File: src/rtl/wide_add_sequencer.sv
// Multi-cycle wide adder: one 16-bit carry-select slice reused NUM_WORDS times.
// Optional macro WIDE_ADD_SIGNED_OVF_EN adds a registered signed-overflow flag.
module carry_select_adder (
  input  logic [15:0] A,
  input  logic [15:0] B,
  input  logic        cin,
  output logic [15:0] S,
  output logic        cout
);
  logic [8:0] lo;
  logic [8:0] hi0;
  logic [8:0] hi1;

  assign lo  = {1'b0, A[7:0]} + {1'b0, B[7:0]} + {8'd0, cin};
  // upper byte precomputed for both carries, picked by the low carry
  assign hi0 = {1'b0, A[15:8]} + {1'b0, B[15:8]};
  assign hi1 = hi0 + 9'd1;

  assign S[7:0] = lo[7:0];
  assign {cout, S[15:8]} = lo[8] ? hi1 : hi0;
endmodule

module wide_add_sequencer #(
  parameter int NUM_WORDS = 4,
  parameter int WORD_W    = 16
) (
  input  logic                        clk,
  input  logic                        rst_n,
  input  logic                        in_valid,
  output logic                        in_ready,
  input  logic [WORD_W*NUM_WORDS-1:0] a,
  input  logic [WORD_W*NUM_WORDS-1:0] b,
  input  logic                        cin,
  output logic                        out_valid,
  input  logic                        out_ready,
  output logic [WORD_W*NUM_WORDS-1:0] sum,
  output logic                        cout,
  output logic                        busy
`ifdef WIDE_ADD_SIGNED_OVF_EN
  ,
  output logic                        ovf
`endif
);
  localparam int W     = WORD_W * NUM_WORDS;
  localparam int IDX_W = $clog2(NUM_WORDS);
  localparam int OFS_W = IDX_W + 4;
  localparam logic [IDX_W-1:0] LAST_IDX = IDX_W'(NUM_WORDS - 1);

  typedef enum logic [1:0] {
    IDLE,
    RUN,
    DONE
  } state_t;

  state_t state_q;
  state_t state_d;

  logic [W-1:0]      a_q;
  logic [W-1:0]      b_q;
  logic [W-1:0]      sum_q;
  logic              carry_q;
  logic              cout_q;
  logic [IDX_W-1:0]  idx_q;
  logic [OFS_W-1:0]  ofs;
  logic [WORD_W-1:0] s_slice;
  logic              c_slice;
  logic              accept;
  logic              run;
  logic              last;

  assign ofs = {idx_q, 4'b0000};

  carry_select_adder u_csa (
    .A    (a_q[ofs +: WORD_W]),
    .B    (b_q[ofs +: WORD_W]),
    .cin  (carry_q),
    .S    (s_slice),
    .cout (c_slice)
  );

  always_ff @(posedge clk) begin
    if (!rst_n) state_q <= IDLE;
    else        state_q <= state_d;
  end

  always_comb begin
    state_d   = state_q;
    in_ready  = 1'b0;
    out_valid = 1'b0;
    busy      = 1'b0;
    accept    = 1'b0;
    run       = 1'b0;
    last      = 1'b0;
    unique case (state_q)
      IDLE: begin
        in_ready = 1'b1;
        if (in_valid) begin
          accept  = 1'b1;
          state_d = RUN;
        end
      end
      RUN: begin
        busy = 1'b1;
        run  = 1'b1;
        if (idx_q == LAST_IDX) begin
          last    = 1'b1;
          state_d = DONE;
        end
      end
      DONE: begin
        busy      = 1'b1;
        out_valid = 1'b1;
        if (out_ready) state_d = IDLE;
      end
      default: state_d = IDLE;
    endcase
  end

  always_ff @(posedge clk) begin
    if (!rst_n) begin
      a_q     <= '0;
      b_q     <= '0;
      sum_q   <= '0;
      carry_q <= 1'b0;
      cout_q  <= 1'b0;
      idx_q   <= '0;
    end else begin
      if (accept) begin
        a_q     <= a;
        b_q     <= b;
        carry_q <= cin;
        idx_q   <= '0;
      end
      if (run) begin
        sum_q[ofs +: WORD_W] <= s_slice;
        carry_q              <= c_slice;
        idx_q <= last ? '0 : idx_q + IDX_W'(1);
        if (last) cout_q <= c_slice;
      end
    end
  end

`ifdef WIDE_ADD_SIGNED_OVF_EN
  logic ovf_q;

  // s_slice[WORD_W-1] is the final sum MSB on the last run cycle
  always_ff @(posedge clk) begin
    if (!rst_n) ovf_q <= 1'b0;
    else if (run && last)
      ovf_q <= (a_q[W-1] ~^ b_q[W-1]) &
               (s_slice[WORD_W-1] ^ a_q[W-1]);
  end

  assign ovf = ovf_q;
`endif

  assign sum  = sum_q;
  assign cout = cout_q;
endmodule

File: config.mk
export PLATFORM = sky130hd
export DESIGN_NAME = wide_add_sequencer
export DESIGN_NICKNAME = d
export VERILOG_FILES = /design/src/rtl/wide_add_sequencer.sv
export SDC_FILE = /design/constraint.sdc
export NUM_CORES = 1
export LEC_CHECK = 0
export CORE_UTILIZATION = 40
export CTS_CLUSTER_DIAMETER = 200
export DETAILED_ROUTE_END_ITERATION = 10
export HOLD_SLACK_MARGIN = 0.02
export PLACE_DENSITY = 0.7
export SETUP_SLACK_MARGIN = 0.05
export SLEW_MARGIN = 25
export SYNTH_ARGS = -nofsm -noshare
export SYNTH_HDL_FRONTEND = slang
export SYNTH_SLANG_ARGS = --single-unit
File: constraint.sdc
create_clock -name clk -period 4.49 [get_ports clk]
set_input_delay 0.898 -clock clk [delete_from_list [all_inputs] [get_ports clk]]
set_output_delay 0.898 -clock clk [all_outputs]
set_load 0.02 [all_outputs]
# Yosys cells after proc, flatten, opt, wreduce, memory -nomap -nowiden
# Cells that the tools add are included.
# word_totals
ff_bits	198
latch_bits	0
ram_bits	0
romBits	0
inputBits	133
out_inout_bits	68
wordCells	47
memories	0
# op_classes
n_addsub	6
multipliers	0
n_div	0
order_cmp	0
eq_ne	6
n_shift	4
muxes	19
bitwise_logic	0
reduce_logical	5
# ops
cell	count
64-bit by 7-bit variable part select with 16-bit output	2
64-bit bitwise mux	1
16-bit by 8-bit variable shift with 64-bit output (first input constant)	1
16-bit by 8-bit variable part select with 64-bit output	1
8-bit by 8-bit adder with 9-bit output	2
2-bit 2-to-1 mux	6
1-bit 2-to-1 mux	10
9-bit by 1-bit adder with 9-bit output	1
9-bit by 1-bit adder with 9-bit output (second input constant)	1
9-bit 2-to-1 mux	1
6-bit negation with 8-bit output	1
2-bit != test (second input constant)	3
2-bit case mux with 3 select lines	1
2-bit == test (second input constant)	2
3-bit AND reduction	1
2-bit by 1-bit adder with 2-bit output (second input constant)	1
2-bit by 1-bit == test with 1-bit output (second input constant)	1
2-bit zero test	1
2-bit AND reduction	1
2-bit nonzero test	1
2-bit OR reduction	1

# Longest topological paths before layout
# Gate-level depths: netlist of run 1.
# logic_depth
depth_word	6
mapped_depth	13

# Modules after synthesis
# From an unflattened synthesis of run 1, not the netlist that was laid out.
# unflattened
cells_unflattened	985
area_unflattened_um2	8836.0
# modules_own_cells
mod	instances	cells_each	area_each_um2	seq_area_each_um2
wide_add_sequencer	1	891	8036.5	3963.8
carry_select_adder	1	94	799.5	0.0

# Worst setup path after synthesis of run 1
# Ideal clock, no wire load.
# synth_timing
kind	reg2reg
start	register idx_q[0]
end	register carry_q
arrival_ns	3.885
required_time_ns	4.399
path_slack_ns	0.514
stages_incl_launch_ff	14
n_path_buf	2
synth_period_minus_slack_ns	3.976
path_cell_list	dfxtp_1 > buf_2 > buf_1 > mux4_2 > ha_1 > inv_1 > fa_1 > inv_1 > ha_1 > inv_1 > a2111oi_4 > nand3_1 > or4_1 > a311oi_1
# synth_between
elab_chain_cells	5
word_cells_on_any_way	8
cone_classes	add/sub: 4; shift: 2; mux: 2
# synth_rtl
item	line_no	source
from (decl)	63	logic [IDX_W-1:0] idx_q;
from (signal assigned)	137	idx_q <= last ? '0 : idx_q + IDX_W'(1);
64-bit by 7-bit variable part select with 16-bit output (on tied branches)	74, 75	
8-bit by 8-bit adder with 9-bit output (on tied branches)	16, 14	
9-bit by 1-bit adder with 9-bit output (on tied branches)	17, 14	
9-bit 2-to-1 mux (*)	20	assign {cout, S[15:8]} = lo[8] ? hi1 : hi0;
1-bit 2-to-1 mux (*)	134	if (run) begin
to (signal assigned)	131	carry_q <= cin;
to (signal assigned)	136	carry_q <= c_slice;
to (decl)	61	logic carry_q;
# Mark *: on every way between the ends. The rest lies on a longest branch, timed or not.
# A chain may end at the register's enable or synchronous reset.

# Final worst setup path of run 1
# Same ends and word-level chain as after synthesis.

==> impl_metrics.yaml, run 1 <==
status:
  status: "finished clean"
worst_setup_path:
  cp-end-kind: "register"
  rrSetupSlack_ps: 700
  crit_end: "carry_q"
  setup.worst_path.start: "idx_q[0]"
  cp_max_fo: 15
  reg2reg_from: "idx_q[0]"
  crit_arrival_ps: 4120
  crit_type: "register to register"
  cp.required_ps: 4820
  startpoint_type: "register"
  reg2regPathDepth: 11
  r2r-end: "carry_q"
place:
  port_buffers: 200
  place_hpwl_um: 19200
  dp_cells: 1452
  place_congestion: 0.854
routing:
  dr_wl_met3_um: 1760
  wl_um: 25500
  vias: 8008
  first_pass_iters: 5
  wl_met1_um: 11000
  first_iter_violations: 497
  wl_per_cell_um: 17.2
  antenna_left: 0
  top_layer_used: "met4"
  route.detailed.drc: 0
  met2_length_um: 12100
  viasPerCell: 5.40
synth:
  synth_top_area_cell: "dfxtp_1"
  synth.distinct_cells: 58
  async_flop_share_pct: 0
  synth-edff-count: 0
  synth_top_family_by_area: "simple AND/OR/NAND/NOR gates"
  ys_top_cells_by_count: "nand2_1, dfxtp_1, a21oi_1, clkbuf_1, nor2_1"
  seq_area_frac_synth_pct: 44.7
  synthSimpleGateAreaFrac_pct: 20.2
  yosysMostFrequentCell: "nand2_1"
  synth.area.mux_share_pct: 8.58
  ys_ff_latch: 198
  yosys_most_used_dff: "dfxtp_1"
  avgSynthCellArea_um2: 8.67
  synth_compound_area_share_pct: 17.0
  ys.warnings.count: 0
  synth_top_area_share_pct: 44.7
  synth.net_count: 1184
  synthTopCellsByArea: "dfxtp_1, nand2_1, a21oi_1, mux4_2, ha_1"
  syn_inst: 1023
  synthXorXnorAreaFrac_pct: 1.18
  synthAdderAreaFrac_pct: 4.20
  syn_area_um2: 8870
timing:
  tightest_slew_ps: 833
  slew_headroom_pct: 44.3
  rsz0062_at_grt: "no"
  fin_worst_skew_ps: 11.1
  hold_violations: 0
  slew_viol_final: 0
  finalSetupTns_ps: 0
  finalSetupViolCount: 0
  fmax_ghz: 0.264
  post-route-period-util_pct: 84.4
  min_period_ps: 3790
clocking:
  root_buffer: "clkbuf_16"
  cts_hold_buffers: 0
  cts_resized: 0
  cts_tree: "yes"
  cts_buffer_depth: 2
  htree_levels: 4
  clkLatencyLatePin_ps: 440
  post_cts_buffers: 0
  numCtsBuffers: 17
  clock-sinks: 198
  clk_pin_slew_ps: 70
pwr:
  total_power_mw: 5.75
  worst_ir_drop_vdd_v: 0.000262
  power_density_nw_per_um2: 492
  p_leak_nw: 4.22
grt:
  grt_usage_pct: 23.1
  antenna_found_initial: 0
  grt_max_degree: 106
  grt_pass1_vias: 7420
  grt_overflow: 0
  grt_pass1_wl_um: 39500
layout:
  final_cells: 1482
  multi_input_area_um2: 4540
  areaGrowthSynthToFinish_pct: 31.8
  fill_cells: 1972
  fin_nets: 1352
  regArea_um2: 3970
  drive_gt1_share_pct: 8.32
  antenna_cells: 0
floorplanning:
  die_h_um: 151
  initial_core_util_pct: 40.8
  core_area_um2: 21800
  die_area_um2: 22800
  row_count: 54
  die_w_um: 151
  io_pins: 201
run:
  drv_cap: 0
min_path:
  hold_class: "register to register"
[how the worst min path moves through the flow]
stage	startpoint	to	slack, ps	depth (start not counted)
after global routing	b_q[59]	b_q[59]	470	2
after floorplan	a_q[10]	a_q[10]	430	2
final	a_q[37]	a_q[37]	450	2
after detailed placement	a_q[37]	a_q[37]	440	2
after CTS	a_q[37]	a_q[37]	450	2
after global placement	a_q[37]	a_q[37]	440	2
[routing by layer]
| layer | up-vias | GRT usage (%) |
|---|---|---|
| met5 | - | 0 |
| met4 | 0 | 8.55 |
| met3 | 38 | 4.13 |
| met2 | 323 | 37.8 |
| met1 | 3754 | 30.4 |
| li1 | 3893 | - |
[cell families (layout without fill, tap and decap cells)]
family / Yosys count / after routing
compound gates: 240 / 240
flops: 198 / 198
xor+xnor: 12 / 12
simple gates: 420 / 420
mux: 36 / 36
buf+inv: 89 / 268
fa+ha+maj: 28 / 28
[report_power, final]
part           internal, mW  total, mW  switching (mW)
logic                 0.823       2.03            1.20
clock network         0.866       1.54           0.671
registers              2.00       2.18           0.184
[registers in the layout, summed over array words and instances (netlist names)]
signal	count
a_q	64
b_q	64
carry_q	1
cout	1
idx_q	2
state_q	2
sum	64
[through the flow]
stage          utilization, %  hold slack, ps  area (um2)  setup WS, ps
2_1_floorplan               -             431        8870           514
5_1_grt                  53.7             469       11700           389
4_1_cts                  53.7             453       11700           668
3_5_place_dp             51.0             444       11100           756
3_3_place_gp             51.0             439       11100           855
6_report                 53.7             453       11700           700
[cells in the final DEF, fill, tap and decap left out, drive strengths merged, types with 5 or more instances in the layout]
| master | instances |
|---|---|
| xor2 | 8 |
| nor3 | 8 |
| buf | 18 |
| clkdlybuf4s50 | 200 |
| inv | 23 |
| ha | 25 |
| a22oi | 20 |
| o211ai | 7 |
| a21o | 14 |
| nand2b | 6 |
| nand4 | 6 |
| a21oi | 147 |
| a2bb2oi | 16 |
| nand2 | 282 |
| a211o | 5 |
| mux4 | 32 |
| clkbuf | 21 |
| or4 | 7 |
| o21ai | 9 |
| nor2 | 59 |
| nand3 | 32 |
| dfxtp | 198 |
[worst max-delay path, stage by stage, from the launching register on]
cell and delay, ps:
dfxtp_2 570, buf_4 340, mux4_2 290, fa_1 200, inv_1 60, fa_1 390
nand2b_1 180, a21o_1 230, a2111oi_4 370, nand3_1 180, or4_1 550, a311oi_1 300
[cell type report]
cell class                 count  share of cell area [%]
tap                          280                    3.00
clock buffer                  21                    4.03
multi-input combinational    736                    38.9
timing repair buffer         218                    18.5
sequential                   198                    33.9
clock inverter                 9                    1.01
inverter                      20                   0.664
Power figures use the tool's default switching activity.
==> run 2, diff against run 1 <==
- clock period: 4.49 -> 3.8 ns (I/O delays scaled with it)
==> run 2 against run 1 <==
  * Power increased by 20%
  * Largest power group unchanged
  * Via count decreased by 0.99%
  * Combinational power increased by 21%
  * Maximum frequency increased by 9.1%
  * Register-to-register slack got worse by 370 ps
  * Final cell count about the same
  * Sequential power increased by 18%
  * Wire length increased by 1.1%
  * First-iteration DRC count increased by 19%
  * Largest cell class unchanged
==> impl_metrics.yaml, run 2 (synthesized netlist as in run 1, its figures left out) <==
place:
  place_congestion: 0.853
  place_hpwl_um: 19200
  port_buffers: 200
  placed_cell_area_um2: 11200
worst_setup_path:
  cp_max_fo: 21
  path_delay_family: "simple AND/OR/NAND/NOR gates"
  critPathBufInv: 2
  reg2regPathDepth: 11
  crit_end: "carry_q"
  crit_chain: "buf_12 > mux4_2 > fa_1 > inv_1 > fa_1 > nand2b_1 > a21o_1 > a2111oi_4 > nand3_1 > or4_1 > a311oi_1"
  setup.worst_path.start: "idx_q[0]"
  rrSetupSlack_ps: 330
  path_depth: 11
  cp-end-kind: "register"
  slowest_delay_ps: 550
  crit_slowest_cell: "or4_1"
  reg2reg_from: "idx_q[0]"
  crit_type: "register to register"
  cp_common_cell: "fa_1"
  crit_arrival_ps: 3820
  r2r-end: "carry_q"
  cp.required_ps: 4150
  startpoint_type: "register"
floorplanning:
  die_w_um: 151
  initial_core_util_pct: 40.8
  die_area_um2: 22800
  io_pins: 201
  die_h_um: 151
  row_count: 54
  core_area_um2: 21800
grt:
  grt_pass1_vias: 7551
  grt_usage_pct: 23.4
  use_met2_pct: 37.9
  grt_pass1_wl_um: 40300
  grt_overflow: 0
  grt.busiest_layer: "met2"
  grt_use_met1_pct: 31.1
  grt_max_degree: 97
  globalRouteMet3Util_pct: 4.49
  antenna_found_initial: 0
clocking:
  clock-sinks: 198
  cts_buffer_depth: 2
  post_cts_buffers: 0
  clk_pin_slew_ps: 70
  clkLatencyLatePin_ps: 440
  numCtsBuffers: 17
  cts_tree: "yes"
  root_buffer: "clkbuf_16"
  htree_levels: 4
timing:
  fmax_ghz: 0.288
  tightest_slew_ps: 655
  finalSetupTns_ps: 0
  slew_viol_final: 0
  finalSetupViolCount: 0
  slew_headroom_pct: 56.2
  fin_worst_skew_ps: 9.96
  rsz0062_at_grt: "no"
  min_period_ps: 3470
  post-route-period-util_pct: 91.4
  hold_violations: 0
pwr:
  worst_ir_drop_vdd_v: 0.000325
  power_density_nw_per_um2: 584
  p_leak_nw: 4.25
routing:
  antenna_left: 0
  wl_per_cell_um: 17.4
  vias: 7929
  route.detailed.drc: 0
  first_iter_violations: 590
  wl_um: 25800
  first_pass_iters: 6
  viasPerCell: 5.35
status:
  status: "finished clean"
min_path:
  hold_class: "register to register"
  holdPathStages: 2
layout:
  antenna_cells: 0
  multi_input_area_um2: 4550
  design_area_um2: 11800
  regArea_um2: 3970
  fill_cells: 2052
  drive_gt1_share_pct: 8.48
  fin_nets: 1354
  layout_commonest_cell: "nand2_1"
  layout_common_cells: "nand2_1, clkdlybuf4s50_1, dfxtp_1"
  areaGrowthSynthToFinish_pct: 32.7
run:
  drv_cap: 0
[run 2: repair_timing]
action / CTS / global route
setup endpoints to repair: 0 / 5
gates resized for setup: 0 / 3
hold endpoints to repair: 0 / 0
hold buffers: 0 / 0
[run 2: metal layers]
| layer | vias up | part of all wire, % |
|---|---|---|
| met4 | 0 | 2.0 |
| met2 | 295 | 48 |
| met1 | 3703 | 44 |
| met3 | 38 | 6.3 |
| met5 | - | 0 |
| li1 | 3893 | - |
[run 2: worst min-delay path, stage by stage (launching register included)]
cell and delay, ps:
dfxtp_1 310, nand2_1 50, a21oi_1 50
[run 2: how the worst min path moves through the flow]
stage	start	end	slack [ps]
6_report	sum[12]	sum[12]	450
3_5_place_dp	sum[12]	sum[12]	440
2_1_floorplan	a_q[10]	a_q[10]	430
3_3_place_gp	b_q[10]	b_q[10]	440
5_1_grt	a_q[5]	a_q[5]	470
4_1_cts	sum[12]	sum[12]	450
[run 2: final cells by class]
cell class                 instances  share of cell area [%]
clock inverter                     7                    1.02
sequential                       198                    33.7
tap                              280                    2.98
multi-input combinational        736                    38.7
clock buffer                      22                    4.03
timing repair buffer             220                    18.9
inverter                          20                   0.659
[run 2: where the power goes]
group / switching, mW / internal, mW / total [mW] / leakage, nW
combinational: 1.45 / 1.01 / 2.46 / 2.34
sequential: 0.206 / 2.36 / 2.57 / 1.62
clock: 0.764 / 1.08 / 1.85 / 0.289
[run 2: through the flow]
stage | power (mW) | hold WS, ps | cells | setup WS (ps) | util [%]
after floorplan | 4.23 | 431 | 1023 | 81.8 | -
after CTS | 6.89 | 453 | 1483 | 227 | 54.0
after global routing | 7.24 | 469 | 1483 | 112 | 54.1
final | 6.88 | 453 | 1483 | 328 | 54.1
after detailed placement | 5.06 | 444 | 1454 | 227 | 51.3
after global placement | 5.02 | 440 | 1454 | 328 | 51.3
